--- config.mk ---
export PLATFORM = sky130hd
export DESIGN_NAME = if_stage
export DESIGN_NICKNAME = d
export VERILOG_FILES = /design/src/rtl/if_stage.sv
export SDC_FILE = /design/constraint.sdc
export NUM_CORES = 1
export LEC_CHECK = 0
export CAP_MARGIN = 40
export CORE_MARGIN = 2
export CORE_UTILIZATION = 33
export DETAILED_ROUTE_END_ITERATION = 7
export PLACE_DENSITY_LB_ADDON = 0.12
export REMOVE_ABC_BUFFERS = 1
export SLEW_MARGIN = 20
export SYNTH_ARGS = -nofsm -noshare
export SYNTH_HDL_FRONTEND = slang
export SYNTH_SLANG_ARGS = --single-unit
--- constraint.sdc ---
create_clock -name clk -period 3.4 [get_ports clk]
set_input_delay 0.68 -clock clk [delete_from_list [all_inputs] [get_ports clk]]
set_output_delay 0.68 -clock clk [all_outputs]
set_load 0.1 [all_outputs]
--- src/rtl/if_stage.sv ---
// MIPS instruction-fetch stage with the IF/ID pipeline register.
// Define IF_PERF_CNT_EN to add the perf_fetch/perf_bubble counters.
module if_stage #(
  parameter logic [31:0] RESET_PC = 32'h0000_0000,
  parameter logic [31:0] NOP_INST = 32'h0000_0000
) (
  input  logic        clk,
  input  logic        rst,
  input  logic        stall,
  input  logic        flush,
  input  logic [1:0]  pcsrc,
  input  logic [31:0] bpc,
  input  logic [31:0] rpc,
  input  logic [31:0] jpc,
  output logic        imem_req,
  output logic [31:0] imem_addr,
  input  logic [31:0] imem_rdata,
  input  logic        imem_ready,
  output logic [31:0] pc,
  output logic [31:0] id_inst,
  output logic [31:0] id_pc4,
  output logic        id_valid,
  output logic [5:0]  id_op,
  output logic [4:0]  id_rs,
  output logic [4:0]  id_rt,
  output logic [4:0]  id_rd,
  output logic [5:0]  id_func,
  output logic [15:0] id_imm
`ifdef IF_PERF_CNT_EN
  ,
  output logic [31:0] perf_fetch,
  output logic [31:0] perf_bubble
`endif
);

  typedef enum logic [1:0] {
    BOOT,
    RUN,
    WAIT_SQUASH
  } state_e;

  state_e      state_q, state_d;
  logic [31:0] pc_q, pc_d;
  logic [31:0] inst_q, inst_d;
  logic [31:0] pc4_q, pc4_d;
  logic        valid_q, valid_d;

  logic [31:0] pc4;
  logic [31:0] tgt;
  logic [31:0] next_pc;
  logic        ld_val;
  logic        ld_bub;

  assign pc4 = pc_q + 32'd4;

  always_comb begin
    tgt = pc4;
    unique case (pcsrc)
      2'b00: tgt = pc4;
      2'b01: tgt = bpc;
      2'b10: tgt = rpc;
      2'b11: tgt = jpc;
      default: tgt = pc4;
    endcase
    next_pc = tgt & 32'hFFFF_FFFC;
  end

  always_comb begin
    state_d = state_q;
    pc_d    = pc_q;
    inst_d  = inst_q;
    pc4_d   = pc4_q;
    valid_d = valid_q;
    ld_val  = 1'b0;
    ld_bub  = 1'b0;
    unique case (state_q)
      BOOT: state_d = RUN;
      RUN: begin
        if (stall) begin
          state_d = RUN;
        end else if (flush) begin
          ld_bub = 1'b1;
          pc_d   = next_pc;
          if (!imem_ready) state_d = WAIT_SQUASH;
        end else if (imem_ready) begin
          ld_val = 1'b1;
          pc_d   = next_pc;
        end else begin
          ld_bub = 1'b1;
        end
      end
      WAIT_SQUASH: begin
        if (stall) begin
          state_d = WAIT_SQUASH;
        end else if (flush) begin
          ld_bub = 1'b1;
          pc_d   = next_pc;
        end else begin
          // response for the squashed address is thrown away
          ld_bub = 1'b1;
          if (imem_ready) state_d = RUN;
        end
      end
      default: state_d = BOOT;
    endcase
    if (ld_val) begin
      inst_d  = imem_rdata;
      pc4_d   = pc4;
      valid_d = 1'b1;
    end else if (ld_bub) begin
      inst_d  = NOP_INST;
      pc4_d   = 32'd0;
      valid_d = 1'b0;
    end
  end

  always_ff @(posedge clk or posedge rst) begin
    if (rst) begin
      state_q <= BOOT;
      pc_q    <= RESET_PC;
      inst_q  <= NOP_INST;
      pc4_q   <= 32'd0;
      valid_q <= 1'b0;
    end else begin
      state_q <= state_d;
      pc_q    <= pc_d;
      inst_q  <= inst_d;
      pc4_q   <= pc4_d;
      valid_q <= valid_d;
    end
  end

`ifdef IF_PERF_CNT_EN
  logic [31:0] fetch_q, fetch_d;
  logic [31:0] bub_q, bub_d;

  always_comb begin
    fetch_d = fetch_q;
    bub_d   = bub_q;
    if (ld_val && fetch_q != 32'hFFFF_FFFF) fetch_d = fetch_q + 32'd1;
    if (ld_bub && bub_q != 32'hFFFF_FFFF) bub_d = bub_q + 32'd1;
  end

  always_ff @(posedge clk or posedge rst) begin
    if (rst) begin
      fetch_q <= 32'd0;
      bub_q   <= 32'd0;
    end else begin
      fetch_q <= fetch_d;
      bub_q   <= bub_d;
    end
  end

  assign perf_fetch  = fetch_q;
  assign perf_bubble = bub_q;
`endif

  assign imem_req  = (state_q != BOOT);
  assign imem_addr = pc_q;
  assign pc        = pc_q;
  assign id_inst   = inst_q;
  assign id_pc4    = pc4_q;
  assign id_valid  = valid_q;
  assign id_op     = inst_q[31:26];
  assign id_rs     = inst_q[25:21];
  assign id_rt     = inst_q[20:16];
  assign id_rd     = inst_q[15:11];
  assign id_func   = inst_q[5:0];
  assign id_imm    = inst_q[15:0];

endmodule
; ---- After elaboration in Yosys (flattened, before gate mapping)
; Cells that the tools add are included.
[classes]
add_sub_neg = 1
eq_ne = 13
muxes = 28
reduce_logical = 7
[ops]
columns = operator, n
row1 = 32-bit two-way mux, 8
row2 = 32-bit one-hot mux with 4 select lines, 1
row3 = 32-bit one-hot mux with 2 select lines, 1
row4 = 32-bit by 3-bit adder with 32-bit output (second input constant), 1
row5 = 3-bit != test (second input constant), 5
row6 = 2-bit two-way mux, 6
row7 = 1-bit two-way mux, 10
row8 = 2-bit == test (second input constant), 3
row9 = 2-bit != test (second input constant), 3
row10 = 2-bit one-hot mux with 3 select lines, 1
row11 = 2-bit nonzero test, 3
row12 = 5-bit AND reduction, 1
row13 = 2-bit by 1-bit == test with 1-bit output (second input constant), 2
row14 = 2-bit logical NOT, 2
row15 = 4-bit AND reduction, 1
row16 = 1-bit one-hot mux with 2 select lines, 1
[totals]
regBits = 99
in_bits = 135
output_inout_bits = 173
wordCells = 54

; ---- Logic depth before layout (Yosys ltp)
[depth]
word_depth = 6
depth_mapped = 8
ltp_nobuf = 6

; ---- Worst setup path before layout
; No wires, ideal clock.
[synth_timing]
kind = register to register
from = register pc_q[3], in the netlist imem_addr[3]
to = register pc_q[28], in the netlist imem_addr[28]
setup_ns = 0.131
arrival_time_ns = 2.468
required_time_ns = 3.269
slack_ns = 0.801
stages_incl_launch_ff = 6
n_path_buf = 0
period_less_slack_ns = 2.599
path_cell_list = dfrtp_1 -> ha_1 -> nand3_4 -> or4_4 -> nor4_2 -> nor4_1
[synth_between]
elab_chain_cells = 6
word_cells_on_any_way = 8
classes_between = add/sub (1) / mux (7)
[synth_rtl]
columns = item, line_no
row1 = "start, declared", 43  ; logic [31:0] pc_q, pc_d;
row2 = "start signal, assigned", 126  ; pc_q <= pc_d;
row3 = 32-bit by 3-bit adder with 32-bit output (*), 54  ; assign pc4 = pc_q + 32'd4;
row4 = 32-bit one-hot mux with 4 select lines (*), 58  ; unique case (pcsrc)
row5 = 32-bit two-way mux, 85  ; end else if (imem_ready) begin
row6 = 32-bit two-way mux, 81  ; end else if (flush) begin
row7 = 32-bit two-way mux, 79  ; if (stall) begin
row8 = 32-bit one-hot mux with 2 select lines (*), 76  ; unique case (state_q)
; Mark *: on every way between the ends. The rest lies on a longest branch, timed or not. The select of a mux whose other input is x is not followed.
; A chain may end at the register's enable or synchronous reset.

; ---- Worst setup path in the final report
[layout_timing]
from = register pc_q[6], in the netlist imem_addr[6]
to = register pc4_q[27], in the netlist id_pc4[27]
[layout_between]
elab_chain_cells = 2
[layout_rtl]
columns = item, line_no
row1 = 32-bit by 3-bit adder with 32-bit output, 54
row2 = 32-bit two-way mux, 106  ; if (ld_val) begin
row3 = "end signal, assigned", 128  ; pc4_q <= pc4_d;
row4 = "end, declared", 45  ; logic [31:0] pc4_q, pc4_d;
; No other way between the ends.

==> results.md <==
| Quantity | Reported |
|:---|:---|
| Status | finished, final reports clean |
| Post-synthesis sequential area ratio | 37.98% |
| Startpoint-to-endpoint class of the critical path | reg2reg |
| Actual slew at the worst max-slew pin | 0.7865 ns |
| Highest cell delay on the worst timing path | 0.66 ns |
| Top FF cell, synth | dfrtp_1 |
| Final-layout fill cell count | 1761 |
| Combinational family with the most area after synthesis | compound AO/OA/AOI/OAI gates |
| Slack of the worst reg-to-reg path | 1.03 ns |
| Xor/xnor cell area share of the yosys netlist | 1.819% |
| DRT Pass-1 Iters | 5 |
| Starting DRC count in detailed routing | 351 |
| Number of setup violations in the final report | 0 |
| Total die area | 20090 µm² |
| Total wire length after detailed routing | 20.59 mm |
| Critical-path cell list | and4_1 -> nand4_1 -> or4_1 -> nand3_1 |
| Longest Clk Path Bufs | 2 |
| Total vias in the final route | 5768 |
| Period utilization | 69.64% |
| Hold-fix buffers at CTS | 0 |
| Min Tclk post-route | 2.368 ns |
| Relative slew slack | 47.46% |
| Final core utilization | 47.93% |
| Count of H-tree levels built during CTS | 3 |
| Root buffer selected by CTS | clkbuf_16 |
| Num rows | 50 |
| Count of buffers inserted at the top-level ports | 295 |
| Placer's final routability congestion estimate | 0.8112 |
| Post-synthesis cell area | 6260 µm² |
| Commonest non-fill, non-tap cell in the layout | buf_4 |
| Number of clock sinks | 95 |
| Max-slew violations | 0 |
| Most frequent cells in the layout | buf_4 (166), clkdlybuf4s50_1 (137), dfrtp_1 (95) |
| Number of buffers added by the clock tree synthesis step | 9 |
| Global-route wire length before repair | 31.11 mm |
| Wire length per cell | 18.97 µm |
| Min-delay worst type | reg2reg |
| Skew final | 0.01175 ns |
| Layer carrying the most global-route usage | met2 |
| Synthesis-to-layout area growth | 42.75% |
| Clock tree from TritonCTS | built |
| Cell area after placement | 8621 µm² |
| Number of synthesized flops with an enable pin | 0 |
| Number of max-cap violations | 0 |
| Share of synthesized flip-flops with an asynchronous set or reset | 100.0% |
| GRT Overall Usage | 19.80% |
| Clock transition at path regs | 0.07 ns |
| Post-synthesis compound-gate area fraction | 19.19% |
| Critical path capture point type | flop |
| Grt ovf | 0 |
| Post-cts gate resize count | 0 |
| Highest net fanout along the worst path | 12 |
| Y dimension of the die | 141.7 µm |
| Number of buffers inserted by post-CTS setup repair | 0 |
| Number of placed I/O pins | 308 |
| Count of endpoints failing hold in the final timing report | 0 |
| Crit path required time | 3.69 ns |
| Initial Util | 33.58% |
| Post-route design area | 8936 µm² |
| Post-synthesis area per instance | 9.750 µm² |
| Post-route DRC violation count | 0 |
| Count of inserted antenna diode cells | 0 |
| Leading area contributor after synthesis | dfrtp_1 |
| Vias in the first global route | 5479 |
| Core box area | 18640 µm² |
| Layout cells sized above 1 | 29.02% |
| Antenna violations before repair | 0 |
| Share of Yosys cell area claimed by the top area cell type | 37.98% |
| Net total in the final layout | 985 |
| Timing-limited maximum frequency | 0.4223 GHz |
| Data arrival at the endpoint of the critical path | 2.65 ns |
| Setup repair after global routing missed its margin | no |
| Number of standard cells after synthesis | 642 |
| Die X-Extent | 141.7 µm |
| Crit start category | flop |
| DP HPWL | 15.10 mm |
| Number of storage elements in the synthesis netlist | 95 |
| Basic-gate share of the synthesized area counting and, or, nand and nor cells | 18.35% |
| Worst skew pair latency | 0.36 ns |
| Area share of fa/ha/maj cells after synthesis | 0.7995% |
| ANT nets after route | 0 |
| Maximum number of pins on one net before global-route repair | 66 |
| Fraction of synthesized area in multiplexers | 7.735% |
| Fraction of met1 tracks used by global routing | 25.54% |
| Global routing usage on met3 | 3.982% |
| Via density per instance | 5.316 |
| Top cells by area, synth | dfrtp_1 (38%), buf_4 (10%), a22o_1 (5.5%) |
| Worst path slowest cell | or4_1 |
| Yosys warnings | 0 |
| Post-synthesis cell type count | 67 |
| Met2 capacity usage during global routing | 33.83% |
-- per-stage QoR --
step | instances | setup TNS [ns] | worst slack [ns] | hold slack, ns
finish | 1085 | 0 | 1.032 | 0.4820
global route | 1085 | 0 | 0.8599 | 0.5204
CTS | 1084 | 0 | 1.028 | 0.4910
detailed placement | 1068 | 0 | 0.7122 | 0.4749
global placement | 1055 | 0 | 0.5925 | 0.4674
floorplan | 513 | -2.646 | -0.3286 | 0.4713
-- Yosys cell counts (all sizes together) (3+ instances only) --
| cell | count |
|---|---|
| a211o | 7 |
| clkbuf | 28 |
| inv | 8 |
| mux2i | 27 |
| a221o | 5 |
| a31oi | 4 |
| o2bb2ai | 6 |
| xnor2 | 10 |
| nand2 | 59 |
| or4 | 5 |
| nand2b | 3 |
| a221oi | 3 |
| nand3 | 9 |
| and2 | 5 |
| a211oi | 11 |
| mux4 | 5 |
| ha | 4 |
| a2bb2oi | 17 |
| o21ai | 27 |
| a21oi | 16 |
| and3 | 11 |
| o211ai | 3 |
| dfrtp | 95 |
| nor4 | 26 |
| nor3 | 7 |
| a311oi | 4 |
| nor2 | 33 |
| xor2 | 3 |
| a22o | 39 |
| nand4 | 13 |
| and4 | 6 |
| mux2 | 9 |
| buf | 106 |
-- logic make-up (layout without fill, tap and decap cells) --
logic type,count (synthesis),count (layout)
xor+xnor,13,13
fa+ha+maj,4,4
other cells,1,6
mux,41,41
flops,95,95
compound gates,159,159
buf+inv,142,346
simple gates,187,187
-- registers in the layout, indices dropped and copies added (netlist names) --
register   count
id_inst       32
id_pc4        30
imem_addr     30
state_q        2
id_valid       1
-- cell type report --
cell class / instances / area [µm²] / share of cell area (%)
multi-input combinational: 410 / 3034 / 33.95
timing repair buffer: 322 / 2892 / 32.36
sequential: 95 / 2377 / 26.60
tap: 234 / 292.8 / 3.276
clock buffer: 10 / 239.0 / 2.674
clock inverter: 6 / 68.82 / 0.7701
inverter: 8 / 32.53 / 0.3640
-- per-layer routing --
metal | routed length, µm | part of all wire [%] | vias to the layer above
met5 | 0 | 0 | -
met4 | 273 | 1.3 | 0
met3 | 1520 | 7.4 | 18
met2 | 10010 | 49 | 264
met1 | 8787 | 43 | 2788
li1 | - | - | 2698
-- critical path, delay by kind of cell, from the launching register on --
family / cells / cell delay, ns
simple gates: 4 / 1.71
flops: 1 / 0.59
-- path summary, 6_finish.rpt --
path / start / end / cells after the start
worst max-delay path: imem_addr[6] / id_pc4[27] / 4
worst min-delay path: id_pc4[19] / id_pc4[19] / 2
worst max register to register: imem_addr[6] / id_pc4[27] / 4
worst min register to register: id_pc4[19] / id_pc4[19] / 2
max in group asynchronous: rst / imem_addr[8] / 3
min in group asynchronous: rst / id_inst[10] / 2
Power is not shown: default switching activity piles up to over one toggle a cycle in this logic, so the estimate is an artifact.
